==> config.mk <==
export PLATFORM = sky130hd
export DESIGN_NAME = dac_frame_scheduler_flat
export DESIGN_NICKNAME = d
export VERILOG_FILES = /design/src/rtl/dac_frame_scheduler_if.sv /design/src/rtl/dac_frame_scheduler.sv /design/src/flat_wrapper.sv
export SDC_FILE = /design/constraint.sdc
export NUM_CORES = 1
export LEC_CHECK = 0
export BUFFER_PORTS_ARGS = -buffer_cell sky130_fd_sc_hd__buf_2
export CAP_MARGIN = 25
export CORE_MARGIN = 3
export CORE_UTILIZATION = 58
export CTS_CLUSTER_DIAMETER = 120
export DETAILED_ROUTE_END_ITERATION = 10
export GPL_TIMING_DRIVEN = 0
export PLACE_DENSITY = 0.9
export SLEW_MARGIN = 15
export SYNTH_ARGS = -nofsm -noshare
export SYNTH_HDL_FRONTEND = slang
export SYNTH_SLANG_ARGS = --single-unit
==> constraint.sdc <==
create_clock -name clk -period 9.15 [get_ports clk]
set_input_delay 0.915 -clock clk [delete_from_list [all_inputs] [get_ports clk]]
set_output_delay 0.915 -clock clk [all_outputs]
set_load 0.02 [all_outputs]
==> src/rtl/dac_frame_scheduler_if.sv <==
// Requester-side bus of the DAC frame scheduler: per-channel enable mask,
// valid/data from the sample sources and the one-hot accept pulse back to them.
interface dac_frame_scheduler_if #(
  parameter int NCH = 4,
  parameter int W   = 8
);
  logic [NCH-1:0]   chan_en;
  logic [NCH-1:0]   req_valid;
  logic [NCH*W-1:0] req_data;
  logic [NCH-1:0]   req_ready;

  // Sample sources (voices, tone generator) drive valid/data and see ready.
  modport master (
    output chan_en,
    output req_valid,
    output req_data,
    input  req_ready
  );

  // Scheduler side.
  modport slave (
    input  chan_en,
    input  req_valid,
    input  req_data,
    output req_ready
  );
endinterface

==> src/rtl/dac_frame_scheduler.sv <==
// DAC frame scheduler: once per DIV clocks, scans NCH requesters one per
// cycle, sums the accepted offset-binary samples around midscale, saturates
// the sum and commits it to the R2R DAC code register with a one-cycle strobe.
module dac_frame_scheduler #(
  parameter int NCH = 4,
  parameter int W   = 8,
  parameter int DIV = 256
) (
  input  logic                 clk,
  input  logic                 rst,
  input  logic                 ena,
  dac_frame_scheduler_if.slave req,
  output logic [W-1:0]         dac_code,
  output logic                 sample_strobe,
  output logic                 underrun,
  output logic [NCH-1:0]       missed_mask,
  output logic                 busy
);

  // Accumulator holds NCH signed deltas in [-2^(W-1), 2^(W-1)-1] plus the
  // midscale re-bias, so one guard bit beyond W+clog2(NCH) keeps it exact.
  localparam int AW = W + $clog2(NCH) + 1;
  localparam int PW = $clog2(NCH);
  localparam int DW = $clog2(DIV);

  localparam logic [W-1:0]          MID_CODE = {1'b1, {(W-1){1'b0}}};
  localparam logic signed [AW-1:0] MID_A    = (AW)'(2 ** (W - 1));
  localparam logic signed [AW-1:0] MAX_A    = (AW)'((2 ** W) - 1);
  localparam logic [PW-1:0]        LAST_PTR = (PW)'(NCH - 1);

  typedef enum logic [1:0] {
    IDLE   = 2'd0,
    SCAN   = 2'd1,
    COMMIT = 2'd2
  } state_t;

  state_t                 state_reg, state_next;
  logic [PW-1:0]          ptr_reg, ptr_next;
  logic signed [AW-1:0]   acc_reg, acc_next;
  logic [NCH-1:0]         miss_reg, miss_next;
  logic [DW-1:0]          div_reg;
  logic [W-1:0]           dac_code_reg;
  logic                   underrun_reg;
  logic [NCH-1:0]         missed_mask_reg;

  logic                   tick;
  logic                   commit;
  logic [NCH-1:0]         ready_vec;
  logic [NCH-1:0]         miss_hit;
  logic signed [AW-1:0]   delta [NCH];
  logic signed [AW-1:0]   acc_add;
  logic signed [AW-1:0]   sat_sum;
  logic [W-1:0]           code_next;

  // Sample period divider; frozen whenever ena is low.
  assign tick = ena && (div_reg == (DW)'(DIV - 1));

  // Divider counter: 0..DIV-1, wraps on tick, holds while disabled.
  always_ff @(posedge clk) begin
    if (rst) begin
      div_reg <= '0;
    end else if (ena) begin
      div_reg <= tick ? '0 : div_reg + (DW)'(1);
    end
  end

  // Per-channel decode: ready only for the channel under the scan pointer
  // when it is both enabled and valid; an enabled but idle channel is a miss.
  for (genvar gi = 0; gi < NCH; gi++) begin : g_chan
    logic sel;
    assign sel          = (state_reg == SCAN) && (ptr_reg == (PW)'(gi)) && req.chan_en[gi];
    assign ready_vec[gi] = sel && req.req_valid[gi];
    assign miss_hit[gi]  = sel && !req.req_valid[gi];
    // Offset-binary sample re-centred to a signed delta around midscale.
    assign delta[gi]     = $signed((AW)'(req.req_data[gi*W +: W])) - MID_A;
  end

  assign req.req_ready = ready_vec;

  // Contribution of the channel accepted this cycle (at most one).
  always_comb begin
    acc_add = '0;
    for (int i = 0; i < NCH; i++) begin
      if (ready_vec[i]) begin
        acc_add = delta[i];
      end
    end
  end

  // Next-state logic: scan NCH channels after a tick, then one commit cycle.
  // Ticks that land outside IDLE are ignored.
  always_comb begin
    state_next = state_reg;
    ptr_next   = ptr_reg;
    acc_next   = acc_reg;
    miss_next  = miss_reg;
    commit     = 1'b0;
    unique case (state_reg)
      IDLE: begin
        if (tick) begin
          state_next = SCAN;
          ptr_next   = '0;
          acc_next   = '0;
          miss_next  = '0;
        end
      end
      SCAN: begin
        acc_next  = acc_reg + acc_add;
        miss_next = miss_reg | miss_hit;
        if (ptr_reg == LAST_PTR) begin
          state_next = COMMIT;
          commit     = 1'b1;
        end else begin
          ptr_next = ptr_reg + (PW)'(1);
        end
      end
      COMMIT: begin
        state_next = IDLE;
      end
      default: begin
        state_next = IDLE;
      end
    endcase
  end

  // Re-bias the frame sum to offset binary and clamp to the DAC range.
  always_comb begin
    sat_sum = acc_next + MID_A;
    if (sat_sum[AW-1]) begin
      code_next = '0;
    end else if (sat_sum > MAX_A) begin
      code_next = '1;
    end else begin
      code_next = sat_sum[W-1:0];
    end
  end

  // FSM state register.
  always_ff @(posedge clk) begin
    if (rst) begin
      state_reg <= IDLE;
    end else begin
      state_reg <= state_next;
    end
  end

  // Frame datapath and output registers. The code is loaded on the edge that
  // ends the last scan cycle so it becomes visible together with the strobe
  // in the COMMIT cycle.
  always_ff @(posedge clk) begin
    if (rst) begin
      ptr_reg         <= '0;
      acc_reg         <= '0;
      miss_reg        <= '0;
      dac_code_reg    <= MID_CODE;
      underrun_reg    <= 1'b0;
      missed_mask_reg <= '0;
    end else begin
      ptr_reg  <= ptr_next;
      acc_reg  <= acc_next;
      miss_reg <= miss_next;
      if (commit) begin
        dac_code_reg    <= code_next;
        missed_mask_reg <= miss_next;
        underrun_reg    <= |miss_next;
      end
    end
  end

  assign dac_code      = dac_code_reg;
  assign sample_strobe = (state_reg == COMMIT);
  assign underrun      = underrun_reg;
  assign missed_mask   = missed_mask_reg;
  assign busy          = (state_reg != IDLE);

endmodule

==> src/flat_wrapper.sv <==
// flat-port wrapper written by rule: the top's interface ports become plain ports
module dac_frame_scheduler_flat 
#(
  parameter int NCH = 4,
  parameter int W   = 8,
  parameter int DIV = 256
)
  (clk, rst, ena, dac_code, sample_strobe, underrun, missed_mask, busy, req_chan_en, req_req_valid, req_req_data, req_req_ready);
  dac_frame_scheduler_if #(.NCH(NCH), .W(W)) req_i ();
  input  logic clk;
  input  logic rst;
  input  logic ena;
  output logic [W-1:0] dac_code;
  output logic sample_strobe;
  output logic underrun;
  output logic [NCH-1:0] missed_mask;
  output logic busy;
  input wire logic [$bits(req_i.chan_en)-1:0] req_chan_en;
  input wire logic [$bits(req_i.req_valid)-1:0] req_req_valid;
  input wire logic [$bits(req_i.req_data)-1:0] req_req_data;
  output wire logic [$bits(req_i.req_ready)-1:0] req_req_ready;
  assign req_i.chan_en = req_chan_en;
  assign req_i.req_valid = req_req_valid;
  assign req_i.req_data = req_req_data;
  assign req_req_ready = req_i.req_ready;
  dac_frame_scheduler #(.NCH(NCH), .W(W), .DIV(DIV)) u_core (.clk(clk), .rst(rst), .ena(ena), .req(req_i), .dac_code(dac_code), .sample_strobe(sample_strobe), .underrun(underrun), .missed_mask(missed_mask), .busy(busy));
endmodule
==> flow_metrics.py <==
metrics = {
    "power_and_ir_drop": {
        "switchingPower_mw": 0.0681,
        "power_leakage_nw": 1.33,
        "p_int_mw": 0.264,
        "swShare_pct": 20.5,
        "peakVddDrop_mv": 0.120,
        "comb_power_share_pct": 4.9,
        "powerDensity_nw_per_um2": 110,
        "p_seq_share_pct": 52.8,
        "pwr-share-clk_pct": 42.3,
    },
    "global_routing": {
        "grt-ovfl-total": 0,
        "antenna_found_initial": 0,
        "grt_pass1_vias": 2402,
        "grt_max_degree": 13,
        "grt_use_total_pct": 24.7,
        "grt_pass1_wl_um": 10400,
    },
    "floorplan": {
        "ios": 62,
        "coreArea_um2": 4120,
        "fp-row-count": 23,
        "die_area_um2": 5210,
        "start_util_pct": 61.8,
        "die_x_um": 72.2,
        "die_y_um": 72.2,
    },
    "critical_path": {
        "cp.arrival_ns": 5.80,
        "end_kind": "register",
        "crit_type": "register to register",
        "required_ns": 9.29,
        "cp-start-kind": "register",
        "cp_max_fo": 10,
    },
    "yosys": {
        "ys_top_cells_by_area": "dfxtp_1 (31%), ha_1 (8.4%), nor2_1 (7.2%)",
        "synth-edff-count": 0,
        "ys_seq_area_share_pct": 31.5,
        "synth_top_area_share_pct": 31.5,
        "synth_seq_cells": 40,
        "syn-num-nets": 378,
        "synthArstFlopShare_pct": 0,
        "yosysMostFrequentCell": "nor2_1",
        "synthDistinctLibCells": 54,
        "synthCells": 317,
        "yosys.area.top_type": "dfxtp_1",
        "synth_common_cells": "nor2_1 (49), dfxtp_1 (40), nand2_1 (30)",
        "ys_warn_count": 0,
        "synth_ff_type": "dfxtp_1",
        "syn_area_um2": 2540,
        "synth_area_per_cell_um2": 8.02,
    },
    "placed_design": {
        "io_buffers": 61,
        "dp_hpwl_um": 4860,
        "dpl_cell_area_um2": 2910,
        "gp_congestion": 0.930,
        "dp_slack_ns": 3.46,
    },
    "sta": {
        "hold_viol": 0,
        "rsz0062_at_grt": "no",
        "setup_viol": 0,
        "worst-slew-pin-transition_ns": 0.836,
        "fin_skew_ns": 0.0147,
        "setup_slack_ns": 3.49,
        "slew_headroom_pct": 44.0,
        "setup-tns-final_ns": 0,
        "drv_slew": 0,
        "fin_crit_sh_pct": 61.8,
        "max_clock_freq_mhz": 177,
        "min_period_ns": 5.66,
    },
    "clocking": {
        "clockRootBuffer": "clkbuf_8",
        "htreeDepth": 2,
        "cts_resized": 0,
        "cts_tree": "built",
        "post_cts_buffers": 0,
        "cts_buffer_depth": 2,
        "clk_latency_ns": 0.30,
        "holdBufCountCts": 0,
        "cts.reportedPaths.clkPinSlew_ns": 0.08,
        "clock_sinks": 40,
        "numCtsBuffers": 5,
    },
    "cells_and_area": {
        "finalNetCount": 446,
        "antenna_cells": 0,
        "largest_register_ffs": 11,
        "drive_gt1_share_pct": 21.2,
        "area_delta_synth_final_pct": 18.7,
        "final_area_um2": 3020,
    },
    "outcome": {
        "status": "complete, no violations",
    },
    "drt": {
        "drc": 0,
        "firstDrtPassIters": 4,
        "drtAntennaViolNets": 0,
        "totalWireLength_um": 6170,
        "drtIter0Drc": 183,
        "vias_per_cell": 5.80,
        "vias": 2527,
        "routedWlPerCell_um": 14.2,
    },
    "run": {
        "max-cap-violations": 0,
    },
    "worst_hold_path": {
        "hold_path_class": "register to register",
    },
}
logic make-up after synthesis:
| kind of cell | Yosys count | share of synthesized area, % |
|---|---|---|
| AOI/OAI and AO/OA | 86 | 24.4 |
| xor gates and xnor gates | 9 | 3.10 |
| adders and majority gates | 18 | 9.15 |
| buffers and inverters | 28 | 4.82 |
| DFF | 40 | 31.5 |
| muxes | 6 | 2.56 |
| and+or+nand+nor | 130 | 24.5 |
power groups by stage:
stage / Combinational [mW] / Clock [mW] / Sequential [mW]
floorplan: 0.00503 / 0 / 0.179
global placement: 0.0157 / 0 / 0.179
detailed placement: 0.0162 / 0 / 0.179
CTS: 0.0163 / 0.141 / 0.175
global route: 0.0185 / 0.148 / 0.175
finish: 0.0163 / 0.141 / 0.175
critical path: stages, from the launching register on:
cell and delay (ns):
dfxtp_1 0.36, buf_2 0.22, nor2b_1 0.39, buf_2 0.29, and3_1 0.21, nor2b_1 0.40, a221oi_1 0.14, o31ai_1 0.26
ha_1 0.25, fa_1 0.23, a21oi_1 0.12, o2111ai_1 0.29, nand2_1 0.11, xor2_1 0.16, o21ai_0 0.44, inv_1 0.13
ha_1 0.30, a31o_2 0.22, a211oi_1 0.66, and3_1 0.26, a211oi_1 0.06
area by class of cell:
type	instances	area, um2
Buffer	12	62.6
Sequential cell	40	801
Clock buffer	6	72.6
Clock inverter	2	35.0
Fill cell	311	1100
Inverter	16	60.1
Tap cell	50	62.6
Multi-Input combinational cell	249	1620
Timing Repair Buffer	61	305
layer usage:
metal | part of all wire (%) | vias up | global-route usage [%]
li1 | - | 1299 | -
met1 | 45 | 1117 | 31.3
met2 | 45 | 100 | 41.9
met3 | 8.3 | 11 | 4.99
met4 | 1.6 | 0 | 8.14
met5 | 0 | - | 0
per-stage QoR:
stage | utilization, % | instances | hold WS [ns] | total power, mW
after floorplan | - | 317 | 0.472 | 0.184
after global placement | 70.7 | 428 | 0.462 | 0.195
after detailed placement | 70.7 | 428 | 0.473 | 0.195
after CTS | 73.3 | 436 | 0.496 | 0.333
after global routing | 73.3 | 436 | 0.519 | 0.342
final | 73.3 | 436 | 0.494 | 0.332
placed cells by master, fill, tap and decap left out, types with 7 or more instances in the layout:
| cell type | instances |
|---|---|
| buf_2 | 63 |
| nor2_1 | 49 |
| dfxtp_1 | 40 |
| nand2_1 | 30 |
| ha_1 | 17 |
| inv_1 | 15 |
| a21oi_1 | 14 |
| a221oi_1 | 11 |
| o21ai_0 | 11 |
| clkbuf_1 | 9 |
| nor3_1 | 9 |
| a211oi_1 | 9 |
| and3_1 | 8 |
| o31ai_1 | 7 |
path summary, 6_finish.rpt:
path              cells after the start                    end  slack [ns]             startpoint
hold / removal                        2  u_core.missed_mask[2]        0.49  u_core.missed_mask[2]
setup / recovery                     20     u_core.dac_code[3]        3.49    u_core.state_reg[0]
setup reg to reg                     20     u_core.dac_code[3]        3.49    u_core.state_reg[0]
hold reg to reg                       2  u_core.missed_mask[2]        0.49  u_core.missed_mask[2]
Power figures use the tool's default switching activity.
